File: src/rtl/seven_seg_scan_driver.sv
// seven_seg_scan_driver
// Time-multiplexes three character codes onto a 3-digit common-enable
// seven-segment display. Each digit slot lasts PRESCALE clocks, the first
// BLANK of which are dark to suppress ghosting. Character codes are shadowed
// once per frame so a scrolling source never tears mid-frame.
//
// Optional build macro SEG_DIM_EN: adds a 2-bit dim input that gates the
// drive phase with a 4-step duty cycle (dim=0 full, dim=3 one cycle in four).
//
// state | meaning
// ------+---------------------------------------------
// DIG0  | slot for the right digit  (hex0, digit_en[0])
// DIG1  | slot for the middle digit (hex1, digit_en[1])
// DIG2  | slot for the left digit   (hex2, digit_en[2])
module seven_seg_scan_driver #(
  parameter int PRESCALE = 4000,
  parameter int BLANK    = 64
) (
  input  logic       clk,
  input  logic       reset,
  input  logic [4:0] hex2,
  input  logic [4:0] hex1,
  input  logic [4:0] hex0,
`ifdef SEG_DIM_EN
  input  logic [1:0] dim,
`endif
  output logic [7:0] seg,
  output logic [2:0] digit_en,
  output logic       frame_tick
);

  localparam int CW = $clog2(PRESCALE);
  localparam logic [4:0] CODE_BLANK = 5'd16;

  typedef enum logic [1:0] {
    DIG0 = 2'd0,
    DIG1 = 2'd1,
    DIG2 = 2'd2
  } dig_t;

  dig_t          state, state_nxt;
  logic [CW-1:0] cnt;
  logic [4:0]    sh0, sh1, sh2;
  logic          slot_end;
  logic          frame_end;
  logic          blank_ph;
  logic          dim_on;
  logic [4:0]    sel_code;

  // Active-high abcdefg glyph for a 5-bit character code.
  function automatic logic [6:0] glyph(input logic [4:0] code);
    logic [6:0] g;
    case (code)
      5'd0:    g = 7'h3F;
      5'd1:    g = 7'h06;
      5'd2:    g = 7'h5B;
      5'd3:    g = 7'h4F;
      5'd4:    g = 7'h66;
      5'd5:    g = 7'h6D;
      5'd6:    g = 7'h7D;
      5'd7:    g = 7'h07;
      5'd8:    g = 7'h7F;
      5'd9:    g = 7'h6F;
      5'd10:   g = 7'h77;
      5'd11:   g = 7'h7C;
      5'd12:   g = 7'h39;
      5'd13:   g = 7'h5E;
      5'd14:   g = 7'h79;
      5'd15:   g = 7'h71;
      5'd17:   g = 7'h40;
      5'd18:   g = 7'h76;
      5'd19:   g = 7'h38;
      5'd20:   g = 7'h73;
      5'd21:   g = 7'h3E;
      5'd22:   g = 7'h50;
      5'd23:   g = 7'h54;
      5'd24:   g = 7'h5C;
      5'd25:   g = 7'h08;
      default: g = 7'h00;
    endcase
    return g;
  endfunction

  assign slot_end  = (cnt == CW'(PRESCALE - 1));
  assign frame_end = slot_end && (state == DIG2);

  // With no blanking configured the compare would be constant, so drop it.
  generate
    if (BLANK > 0) begin : g_blank
      assign blank_ph = (cnt < CW'(BLANK));
    end else begin : g_noblank
      assign blank_ph = 1'b0;
    end
  endgenerate

`ifdef SEG_DIM_EN
  logic [1:0] p;

  // Free-running duty-cycle phase for dimming.
  always_ff @(posedge clk or negedge reset) begin
    if (!reset) p <= 2'd0;
    else        p <= p + 2'd1;
  end

  assign dim_on = ({1'b0, p} < (3'd4 - {1'b0, dim}));
`else
  assign dim_on = 1'b1;
`endif

  // Slot counter: wraps at the end of every digit slot.
  always_ff @(posedge clk or negedge reset) begin
    if (!reset)        cnt <= '0;
    else if (slot_end) cnt <= '0;
    else               cnt <= cnt + CW'(1);
  end

  // Digit-index state register.
  always_ff @(posedge clk or negedge reset) begin
    if (!reset) state <= DIG0;
    else        state <= state_nxt;
  end

  // Advance to the next digit at the end of each slot.
  always_comb begin
    state_nxt = state;
    if (slot_end) begin
      case (state)
        DIG0:    state_nxt = DIG1;
        DIG1:    state_nxt = DIG2;
        default: state_nxt = DIG0;
      endcase
    end
  end

  // Shadow the character codes only on the frame boundary.
  always_ff @(posedge clk or negedge reset) begin
    if (!reset) begin
      sh0 <= CODE_BLANK;
      sh1 <= CODE_BLANK;
      sh2 <= CODE_BLANK;
    end else if (frame_end) begin
      sh0 <= hex0;
      sh1 <= hex1;
      sh2 <= hex2;
    end
  end

  // Pick the shadowed code for the digit currently being scanned.
  always_comb begin
    case (state)
      DIG0:    sel_code = sh0;
      DIG1:    sel_code = sh1;
      default: sel_code = sh2;
    endcase
  end

  // Output decode; reset gates everything dark without waiting for a clock.
  always_comb begin
    seg        = 8'hFF;
    digit_en   = 3'b111;
    frame_tick = reset && frame_end;
    if (reset && !blank_ph && dim_on) begin
      seg = {1'b1, ~glyph(sel_code)};
      case (state)
        DIG0:    digit_en = 3'b110;
        DIG1:    digit_en = 3'b101;
        default: digit_en = 3'b011;
      endcase
    end
  end

endmodule

File: config.mk
export PLATFORM = sky130hd
export DESIGN_NAME = seven_seg_scan_driver
export DESIGN_NICKNAME = d
export VERILOG_FILES = /design/src/rtl/seven_seg_scan_driver.sv
export SDC_FILE = /design/constraint.sdc
export NUM_CORES = 1
export LEC_CHECK = 0
export ABC_AREA = 1
export CORE_AREA = 2 2 83 61
export CTS_BUF_LIST = sky130_fd_sc_hd__clkbuf_8
export CTS_CLUSTER_SIZE = 30
export DETAILED_ROUTE_END_ITERATION = 8
export DIE_AREA = 0 0 85 63
export GPL_ROUTABILITY_DRIVEN = 0
export PLACE_DENSITY = 0.71
export SYNTH_ARGS = -nofsm -noshare
export SYNTH_HDL_FRONTEND = slang
export SYNTH_SLANG_ARGS = --single-unit
File: constraint.sdc
create_clock -name clk -period 2 [get_ports clk]
set_input_delay 0.4 -clock clk [delete_from_list [all_inputs] [get_ports clk]]
set_output_delay 0.4 -clock clk [all_outputs]
set_load 0.01 [all_outputs]
## Yosys cells after proc, flatten, opt, wreduce, memory -nomap -nowiden

Memory sizes are Yosys's and may differ from the RTL's.
Cells that the tools add are included.

- Register bits: 29
- Latch bits: 0
- Bits in writable memories: 0
- Bits in read-only memories: 224
- Input bits: 17
- Output and inout bits: 12
- Logic and storage cells: 24
- Memories kept: 1

Memory list:

| name | depth | width | rd ports | clocked after memory_dff | write ports | line | RTL |
|---|---|---|---|---|---|---|---|
| (name not given) | 32 | 7 | 1 | 0 | 0 | 53 | `case (code)` |

- Add/sub/neg operators: 1
- Multiply operators: 0
- Divide/modulo/power cells: 0
- Order comparisons: 1
- Equal/unequal tests: 3
- Shifts and indexed selects: 0
- Mux-type cells: 7
- Bitwise logic cells: 1
- Reduce and logical (&&, ||, !) cells: 5

Operator list:

| kind | count |
|---|---|
| $mux W7 | 2 |
| $add A12 B1 Y12 const B | 1 |
| $eq A12 B12 Y1 const B | 1 |
| $lt A12 B7 Y1 const B | 1 |
| $mux W12 | 1 |
| $pmux W5 S2 | 1 |
| $not A7 Y7 | 1 |
| $pmux W3 S2 | 1 |
| $pmux W2 S2 | 1 |
| $logic_and A1 B1 Y1 | 3 |
| $mux W3 | 1 |
| $eq A2 B1 Y1 const B | 1 |
| $eq A2 B2 Y1 const B | 1 |
| $logic_not A2 Y1 | 1 |
| $logic_not A1 Y1 | 1 |

## Logic depth before layout (Yosys ltp)

- Depth in word-level cells: 6
- Mapped depth: 11
- Depth with buffers taken out: 10

## Least setup slack after synthesis

Ideal clock, no wire load.

- Path type: register to output
- Start: reg state[1]
- End: out seg[1]
- Data arrival time: 1.697 ns
- Required time: 1.600 ns
- Path slack: -0.097 ns
- Cell stages (with the launch flop): 11
- Buffers on the path: 1
- Path through: dfrtp_1 > buf_6 > nor2_8 > nand2_1 > nand3_1 > inv_1 > ha_1 > inv_1 > o21ai_0 > nand3_1 > nand3_1

- Word-level cells in the longest chain between the ends: 6
- Elaborated cells on any way between the ends: 7
- Those cells by class: 1 x eq/ne; 3 x mux; 1 x bitwise; 1 x reduce/logical; 1 x memory

RTL lines:

| item | line | RTL |
|---|---|---|
| start, declared | 41 | `dig_t state, state_nxt;` |
| start signal, assigned | 120 | `else state <= state_nxt;` |
| $eq A2 B1 Y1 or $logic_not A2 Y1 (tied branches) | 150 | `case (state)` |
| $pmux W5 S2 * | 150 |  |
| $mem_v2 Z32 W7 * | n/a |  |
| $mux W7 * | 162 | `if (reset && !blank_ph && dim_on) begin` |
| $not A7 Y7 * | 163 | `seg = {1'b1, ~glyph(sel_code)};` |
| $mux W7 * | 162 |  |
| end, declared | 27 | `output logic [7:0] seg,` |

Every way passes the cells marked *; elsewhere a longest branch is shown, timed or not. The select of a mux whose other input is x is not followed.

## Worst setup path after layout

- Start: reg state[1]
- End: out seg[2]

The elaborated chain is that of the path after synthesis.

==> run_results.csv <==
group,metric,value,unit
final_layout,area_growth_syn_to_layout,47.57,%
yosys,synth-warning-count,0,
sta,fin_crit,2.369,ns
sta,slew_viol_final,0,
job,max_cap_viol_count,0,
final_layout,fin_area,3043,µm²
floorplanning,die_h,63,µm
yosys,yosys.area_share.simple,33.43,%
yosys,async_reset_ff_share,100.0,%
critical_path,crit_fanout,6,
final_layout,final_cell_mix,"60 x nand2_1, 41 x inv_1, 30 x buf_4, 24 x dfrtp_1, 21 x nand3_1",
critical_path,crit_path_end_kind,"primary output",
pwr,internal-power,1020,µW
clocking,clk_pin_slew,0.06,ns
clocking,htreeDepth,2,
clocking,cts_made_buffers,5,
yosys,synth-seq-area-share,35.38,%
yosys,synth-edff-count,0,
final_layout,multi_input_area,1350,µm²
pwr,swShare,19.33,%
pwr,p_sw,244.5,µW
yosys,synth_top_family_by_area,"simple AND/OR/NAND/NOR gates",
global_routing,track_usage,22.38,%
routing,drt_iter0_markers,174,
global_routing,antenna_found_initial,0,
routing,num_vias,1990,
yosys,synth_compound_area_share,10.44,%
sta,min_period_over_period,118.4,%
global_routing,grt_pass1_vias,2028,
floorplanning,num_rows,21,
pwr,power.density,415.7,nW/µm²
final_layout,final_common_cell,"nand2_1",
sta,rsz0062_at_grt,"true",
final_layout,n_antenna_cell,0,
critical_path,required,1.60,ns
critical_path,crit_chain,"nor2_8, buf_6, nand2_8, inv_6, nor2_8, buf_12, buf_8, nand2_2, nand3_2, nand2_1, nand3_1, buf_2",
pwr,combPwrFrac,4.5,%
sta,fin_ws,-0.3687,ns
floorplanning,start_util,44.84,%
min_path,hp-class,"flip-flop to flip-flop",
routing,vias_per_cell,4.975,
yosys,synthAdderAreaFrac,6.675,%
final_layout,register_area,732.0,µm²
final_layout,num-nets-final,370,
sta,tns,-2.393,ns
yosys,synth.area.mux_share,0,%
placement,place_ws,-0.5231,ns
clocking,cts_hold_buf,0,
yosys,syn_inst,279,
pwr,vdd_drop_max,0.3856,mV
routing,antenna_left,0,
sta,fmax,422.2,MHz
floorplanning,die_w,85,µm
routing,drtPass1Iterations,4,
critical_path,crit_top_cell,"nor2_8",
final_layout,nFillCells,350,
floorplanning,coreArea,4598,µm²
status,status,"complete, but fails checks",
critical_path,max_stage_delay,0.48,ns
final_layout,drive_gt1_share,39.07,%
global_routing,grt_pass1_wl,9.625,mm
placement,place.port_buffers,27,
placement,dp_hpwl,3.715,mm
yosys,synthXorXnorAreaFrac,0.4248,%
floorplanning,ios,29,
routing,avgRoutedWirePerCell,14.13,µm
yosys,ys_ff_latch,29,
clocking,cts_root_buf,"clkbuf_8",
routing,postRouteWirelength,5.652,mm
yosys,synth.distinct_cells,32,
placement,placed_cell_area,2561,µm²
floorplanning,die-area,5355,µm²
pwr,seq_power_share,46.4,%
pwr,p_clk_share,49.1,%
clocking,cts_sinks,29,
pwr,p_leak,0.001524,µW
critical_path,cp-start-kind,"flip-flop",
final_layout,utilization,66.18,%
critical_path,crit_type,"flip-flop to primary output",
critical_path,cpMaxStageDelayCell,"dfrtp_2",
sta,hold_violations,0,
clocking,clkLatencyLatePin,0.28,ns
sta,clock-skew-final,0.005365,ns
sta,setup_viol,7,
routing,drc,0,
global_routing,grt_start_max_net_pins,31,
critical_path,critPathArrivalTime,1.97,ns
clocking,clockBufferDepth,2,
yosys,syn_nets,307,
global_routing,grt_overflow_total,0,
clocking,cts_tree,"yes",
yosys,synth_top_flop_cell,"dfrtp_1",
yosys,synth_area,2062,µm²
status,violations,"negative setup slack",
yosys,avgSynthCellArea,7.391,µm²
## flip-flops by register name (all words and copies together), names as in the netlist
name,flops
sh2,5
sh1,5
cnt,12
state,2
sh0,5
## cells by family (layout without fill, tap and decap cells)
family          count (synthesis)  in the layout
simple gates                  142            142
buf+inv                        59            123
compound gates                 36             36
flops                          29             29
fa+ha+maj                      11             11
other cells                     1              1
xor+xnor                        1              1
## path summary, 6_finish.rpt
check                           startpoint  endpoint  slack, ns  cells after the start
worst max register to register      cnt[0]    cnt[7]       0.47                      7
min in group asynchronous            reset    cnt[5]       0.49                      2
worst min register to register      sh2[4]    sh2[4]       0.47                      2
max in group asynchronous            reset    sh0[4]       1.05                      3
worst min-delay path                sh2[4]    sh2[4]       0.47                      2
worst max-delay path              state[1]    seg[2]      -0.37                     12
## synth_stat cells, types with 2 or more instances
master	n	area (µm²)
a21oi_1	8	40.04
buf_4	2	15.01
buf_6	6	67.56
dfrtp_1	26	650.6
dfstp_2	3	78.83
ha_1	11	137.6
inv_1	47	176.4
inv_2	2	7.510
nand2_1	72	270.3
nand2_2	5	31.28
nand3_1	32	160.2
nand3_2	6	60.06
nand4_1	2	12.51
nor2_1	15	56.30
nor2_2	2	12.51
nor2_8	2	40.04
o21ai_0	9	45.04
o21ai_1	9	45.04
o21ai_2	7	61.31
## critical path: cells and delay by family, from the launching register on
| family | cells | cell delay (ns) |
|---|---|---|
| flops | 1 | 0.48 |
| simple gates | 7 | 0.57 |
| buf+inv | 5 | 0.63 |
## per-stage QoR
step / cells / hold WS [ns] / power, µW
after global routing: 400 / 0.4915 / 1315
final: 400 / 0.4728 / 1265
after global placement: 386 / 0.4645 / 654.3
after CTS: 398 / 0.4739 / 1275
after detailed placement: 386 / 0.4641 / 655.1
after floorplan: 279 / 0.1044 / 607.2
## layout make-up
| class | count | share of cell area [%] |
|---|---|---|
| Clock buffer | 6 | 2.714 |
| Clock inverter | 2 | 1.110 |
| Inverter | 50 | 6.743 |
| Multi-Input combinational cell | 191 | 44.37 |
| Sequential cell | 29 | 24.05 |
| Tap cell | 57 | 2.344 |
| Timing Repair Buffer | 65 | 18.67 |
## layer usage
layer | vias up | share of wire (%) | GRT usage, %
li1 | 1003 | - | -
met1 | 908 | 47 | 31.18
met2 | 65 | 46 | 35.25
met3 | 14 | 5.0 | 4.888
met4 | 0 | 2.0 | 5.556
met5 | - | 0 | 0
## what timing repair did
| action | in CTS | in global routing |
|---|---|---|
| setup buffers | 4 | 2 |
| endpoints found under the setup margin | 11 | 8 |
| resized for setup | 92 | 30 |
| pin swaps | 18 | 21 |
## power by group through the flow
| stage | registers (µW) | clock network (µW) | logic (µW) |
|---|---|---|---|
| floorplan | 598 | 0 | 9.57 |
| detailed placement | 598 | 0 | 57.6 |
| global placement | 598 | 0 | 56.8 |
| global route | 586 | 666 | 62.8 |
| finish | 587 | 621 | 56.5 |
| CTS | 587 | 630 | 58.0 |
Power figures use the tool's default switching activity.
